--- src/rtl/fpu_wb_queue.sv ---
// fpu_wb_queue: merges fadd/fmul results into one FP register-file write port.
// Results are buffered in a small FIFO. When both units offer a result, a
// round-robin arbiter picks one. NaNs are canonicalised on entry, and the
// exception flags are accumulated into a sticky fflags register in
// writeback order.
module fpu_wb_queue #(
    parameter int N     = 32,
    parameter int DEPTH = 4
) (
    input  logic                       clk,
    input  logic                       rst,
    input  logic                       add_valid,
    input  logic [4:0]                 add_rd,
    input  logic [N-1:0]               add_data,
    input  logic [4:0]                 add_flags,
    output logic                       add_ready,
    input  logic                       mul_valid,
    input  logic [4:0]                 mul_rd,
    input  logic [N-1:0]               mul_data,
    input  logic [4:0]                 mul_flags,
    output logic                       mul_ready,
    output logic                       wb_valid,
    output logic [4:0]                 wb_rd,
    output logic [N-1:0]               wb_data,
    input  logic                       wb_ready,
    output logic [4:0]                 fflags,
    input  logic                       fflags_clr,
    output logic [$clog2(DEPTH):0]     count
);

    localparam int AW = $clog2(DEPTH);
    localparam int CW = AW + 1;
    localparam int EW = (N == 64) ? 11 : 8;
    localparam int MW = N - 1 - EW;
    localparam logic [CW-1:0] DEPTH_C = CW'(DEPTH);
    localparam logic [N-1:0]  QNAN    = {1'b0, {EW{1'b1}}, 1'b1, {(MW-1){1'b0}}};

    logic [4:0]    rd_mem    [DEPTH];
    logic [N-1:0]  data_mem  [DEPTH];
    logic [4:0]    flags_mem [DEPTH];

    logic [AW-1:0] wr_ptr_q, wr_ptr_d;
    logic [AW-1:0] rd_ptr_q, rd_ptr_d;
    logic [CW-1:0] count_q, count_d;
    logic [4:0]    fflags_q, fflags_d;
    // rr_q high means fmul wins the next tie (fadd was the last to enqueue)
    logic          rr_q, rr_d;

    logic          add_gnt, mul_gnt, space;
    logic          enq_add, enq_mul, enq, deq;
    logic [4:0]    in_rd, in_flags;
    logic [N-1:0]  in_raw, in_data;

    // Arbitration, back-pressure and the enqueue/dequeue decisions
    always_comb begin
        add_gnt   = add_valid && (!mul_valid || !rr_q);
        mul_gnt   = mul_valid && (!add_valid || rr_q);
        deq       = wb_valid && wb_ready;
        space     = (count_q < DEPTH_C) || deq;
        add_ready = rst && add_gnt && space;
        mul_ready = rst && mul_gnt && space;
        enq_add   = add_valid && add_ready;
        enq_mul   = mul_valid && mul_ready;
        enq       = enq_add || enq_mul;
    end

    // Select the winning result and replace any NaN by the canonical quiet NaN
    always_comb begin
        in_rd    = enq_add ? add_rd    : mul_rd;
        in_raw   = enq_add ? add_data  : mul_data;
        in_flags = enq_add ? add_flags : mul_flags;
        in_data  = in_raw;
        if ((&in_raw[N-2 -: EW]) && (|in_raw[MW-1:0]))
            in_data = QNAN;
    end

    // Next-state for pointers, occupancy, arbiter and sticky flags
    always_comb begin
        wr_ptr_d = enq ? wr_ptr_q + AW'(1) : wr_ptr_q;
        rd_ptr_d = deq ? rd_ptr_q + AW'(1) : rd_ptr_q;
        count_d  = count_q + CW'(enq) - CW'(deq);
        rr_d     = enq ? enq_add : rr_q;
        fflags_d = fflags_q;
        // clear takes effect before the dequeued entry's flags accrue
        if (deq)
            fflags_d = (fflags_clr ? 5'b0 : fflags_q) | flags_mem[rd_ptr_q];
        else if (fflags_clr)
            fflags_d = 5'b0;
    end

    // Control state with asynchronous reset discarding all buffered entries
    always_ff @(posedge clk or negedge rst) begin
        if (!rst) begin
            wr_ptr_q <= '0;
            rd_ptr_q <= '0;
            count_q  <= '0;
            fflags_q <= '0;
            rr_q     <= 1'b0;
        end else begin
            wr_ptr_q <= wr_ptr_d;
            rd_ptr_q <= rd_ptr_d;
            count_q  <= count_d;
            fflags_q <= fflags_d;
            rr_q     <= rr_d;
        end
    end

    // Entry storage; contents are only observed when count is non-zero
    always_ff @(posedge clk) begin
        if (enq) begin
            rd_mem[wr_ptr_q]    <= in_rd;
            data_mem[wr_ptr_q]  <= in_data;
            flags_mem[wr_ptr_q] <= in_flags;
        end
    end

    // Head entry drives the write port; zero when the queue is empty
    always_comb begin
        wb_valid = (count_q != '0);
        wb_rd    = wb_valid ? rd_mem[rd_ptr_q]   : 5'b0;
        wb_data  = wb_valid ? data_mem[rd_ptr_q] : '0;
        fflags   = fflags_q;
        count    = count_q;
    end

endmodule

--- config.mk ---
export PLATFORM = sky130hd
export DESIGN_NAME = fpu_wb_queue
export DESIGN_NICKNAME = d
export VERILOG_FILES = /design/src/rtl/fpu_wb_queue.sv
export SDC_FILE = /design/constraint.sdc
export NUM_CORES = 1
export LEC_CHECK = 0
export CAP_MARGIN = 15
export CORE_UTILIZATION = 53
export DETAILED_ROUTE_END_ITERATION = 7
export GPL_ROUTABILITY_DRIVEN = 0
export GPL_TIMING_DRIVEN = 0
export HOLD_SLACK_MARGIN = 0.03
export PLACE_DENSITY = 0.8
export SLEW_MARGIN = 20
export SYNTH_ARGS = -nofsm -noshare
export SYNTH_HDL_FRONTEND = slang
export SYNTH_SLANG_ARGS = --single-unit
--- constraint.sdc ---
create_clock -name clk -period 4.3 [get_ports clk]
set_clock_uncertainty 0.05 [all_clocks]
set_input_delay 0.43 -clock clk [delete_from_list [all_inputs] [get_ports clk]]
set_output_delay 0.43 -clock clk [all_outputs]
set_load 0.05 [all_outputs]
==> metrics.md <==
| Metric | Value |
|---|---|
| Status | `finished, final reports clean` |
| Slew Limit Fails | `0` |
| Setup Buffers After CTS | `0` |
| Simple-gate share of the synthesized area | `10.9%` |
| Share of layout cells above drive strength 1 | `14.0%` |
| Vias in the first global route | `4,769` |
| Primary FF master, synth | `edfxtp_1` |
| Number of synthesized flops with an enable pin | `168` |
| #FFs+latches synth | `181` |
| Async S/R FF share, synth | `7.18%` |
| Initial antenna violation count | `0` |
| Final wirelength | `17.0 mm` |
| Fraction of synthesized area in multiplexers | `12.6%` |
| Synth cell types | `33` |
| Leakage power | `0.00343 µW` |
| Post-Synth XOR/XNOR Area | `0.573%` |
| First-pass GRT wire length | `25.3 mm` |
| Register area share after synthesis | `70.2%` |
| Critical Path RT | `3.82 ns` |
| Fin crit period | `3.80 ns` |
| DR pass1 iterations | `5` |
| Post-placement cell count | `798` |
| Core Area | `14,000 µm²` |
| Fin util | `71.2%` |
| Tcrit/Tclk final | `88.4%` |
| YS warnings | `0` |
| Vias post-DR | `4,753` |
| CP Max Fanout | `16` |
| Cts bufs inserted | `17` |
| Synth Area in Compound Gates | `2.57%` |
| Final-report setup violation count | `0` |
| Hold_buf cts | `0` |
| Switching pwr | `2730 µW` |
| I/O pins | `138` |
| Synth Cell Area | `7650 µm²` |
| CTS tree | `built` |
| Antenna-violating nets left | `0` |
| Cell Int Power | `4400 µW` |
| Clock Power Share | `20.8%` |
| Num rows | `43` |
| Initial DRC count | `374` |
| Later-pin clock latency in the skew report | `0.42 ns` |
| Flop pwr share | `33.3%` |
| Top routing layer used | `met4` |
| Largest family of logic cells by synthesized area | `multiplexers` |
| Tightest Pin Transition | `1.02 ns` |
| Mean Syn Cell Area | `16.1 µm²` |
| GRT Overall Usage | `23.9%` |
| Syn Nets | `573` |
| DR WL met2 | `9.04 mm` |
| Hold Crit Class | `in2async` |
| Largest net degree at the start of global routing | `23` |
| Worst IR Drop VDD | `0.412 mV` |
| Fmax | `263 MHz` |
| Crit path capture type | `primary output` |
| DR WL/cell | `20.5 µm` |
| Die width | `122 µm` |
| Crit path DAT | `3.32 ns` |
| Cells after Synth | `476` |
| Clk buf depth | `2` |
| Switching Fraction | `38.3%` |
| Nets | `734` |
| CTS resizes | `0` |
| RSZ-0062 raised after global routing | `false` |
| Area Growth Syn to Fin | `30.2%` |
| Post-route insts no fill | `830` |
| Congestion Overflow GR | `0` |
| DP Wirelength | `11.6 mm` |
| Relative slew slack | `31.5%` |
| Met1 wire length | `6.64 mm` |
| Routed met3 length | `922 µm` |
| Adder-cell share of the synthesized area | `1.24%` |
| Root buf cell | `clkbuf_16` |
| Clock transition at path regs | `0.06 ns` |
| Final Hold Vio Count | `0` |
| Die height | `122 µm` |
| Max Cap Violations | `0` |
| Initial core utilization | `54.7%` |
| Startpoint Class | `input pin` |
| DRC | `0` |
| Total power | `7130 µW` |
| Gate power share | `45.9%` |
| CTS sink cnt | `181` |
| Die area | `14,900 µm²` |
| Port buffer count | `137` |
| Vias/cell | `5.73` |
| # diodes | `0` |
| Setup CP Type | `in2out` |
| Power Dens Cells | `716 nW/µm²` |
| H-tree levels | `4` |
## kinds of logic (layout without fill, tap and decap cells)
family                     Yosys count  after routing
xor gates and xnor gates             5              5
muxes                               44             44
AOI/OAI and AO/OA                   33             33
DFF                                181            181
buffers and inverters               33            207
adders and majority gates            7              7
and+or+nand+nor                    173            173
## synth_stat cells, drive strengths merged (2+ instances only)
| cell | count | share of area [%] |
|---|---|---|
| a21boi | 2 | 0.25 |
| a21oi | 24 | 1.6 |
| a22o | 5 | 0.57 |
| and2 | 37 | 3.0 |
| buf | 6 | 0.47 |
| clkbuf | 17 | 0.83 |
| dfrtp | 13 | 4.3 |
| edfxtp | 168 | 66 |
| ha | 6 | 0.98 |
| inv | 9 | 0.44 |
| mux4 | 42 | 12 |
| nand2 | 103 | 5.1 |
| nand3 | 3 | 0.36 |
| nand4 | 4 | 0.33 |
| nor2 | 3 | 0.15 |
| nor2b | 4 | 0.33 |
| nor3 | 4 | 0.26 |
| nor4 | 11 | 1.1 |
| xnor2 | 5 | 0.57 |
## cells in the final DEF, fill, tap and decap left out, types with 4 or more instances in the layout
cell type          n
xnor2_1            5
edfxtp_1         168
nand2_1          103
buf_2              5
nor3_1             4
clkinv_2           5
nand4_1            4
dfrtp_1           13
clkbuf_1          18
clkbuf_16         17
a22o_1             5
mux4_2            42
clkdlybuf4s50_1  137
ha_1               6
and2_1            37
nor2b_4            4
a21oi_1           24
nor4_1            10
inv_1              9
## power by group through the flow
stage                     Combinational, µW  Clock (µW)  Sequential (µW)
after floorplan                        2080           0             2520
after global placement                 3180           0             2410
after detailed placement               3290           0             2410
after CTS                              3310        1490             2370
after global routing                   3450        1560             2390
final                                  3270        1480             2370
## per-stage QoR
step	hold WS (ns)	worst slack [ns]	TNS [ns]	cell area [µm²]
after global placement	0.452	-1.60	-265.14	9250
final	0.398	0.500	0	9960
after global routing	0.439	0.295	0	9960
after floorplan	0.0844	0.334	0	7650
after CTS	0.406	0.478	0	9960
after detailed placement	0.460	0.281	0	9390
## flip-flops by register name, indices dropped and copies added, names as in the netlist
register / count
fflags: 5
rd_ptr_q: 2
wr_ptr_q: 2
rd_mem: 20
count: 3
flags_mem: 20
data_mem: 128
rr_q: 1
## final cells by class
cell class	instances	area, µm²
plain buffers	23	100
repair buffers	142	1490
clock inverters	14	136
flip-flops and latches	181	5370
clock buffers	18	429
multi-input cells	262	2170
inverters	10	38.8
well taps	180	225
fillers	871	4030
## final timing paths
path / to / startpoint / cells past startpoint / slack [ns]
setup / recovery: add_ready / rst / 5 / 0.50
hold / removal: fflags[3]$_DFF_PN0_ / rst / 1 / 0.40
setup reg to reg: count[2]$_DFF_PN0_ / count[2]$_DFF_PN0_ / 10 / 1.15
hold reg to reg: fflags[1]$_DFF_PN0_ / fflags[1]$_DFF_PN0_ / 1 / 0.48
max in group asynchronous: count[1]$_DFF_PN0_ / rst / 1 / 3.33
min in group clk: fflags[1]$_DFF_PN0_ / fflags[1]$_DFF_PN0_ / 1 / 0.48
## layer usage
metal	GRT usage, %	up-vias
met5	0	-
li1	-	2128
met1	30.0	2365
met2	41.5	218
met4	9.68	0
met3	3.93	42
## critical path: stages
cell,delay (ns)
clkdlybuf4s50_1,0.96
nand3_4,0.29
clkinv_2,0.25
clkbuf_1,0.46
clkdlybuf4s50_1,0.91
No activity file was read; power rests on OpenSTA's default activity.
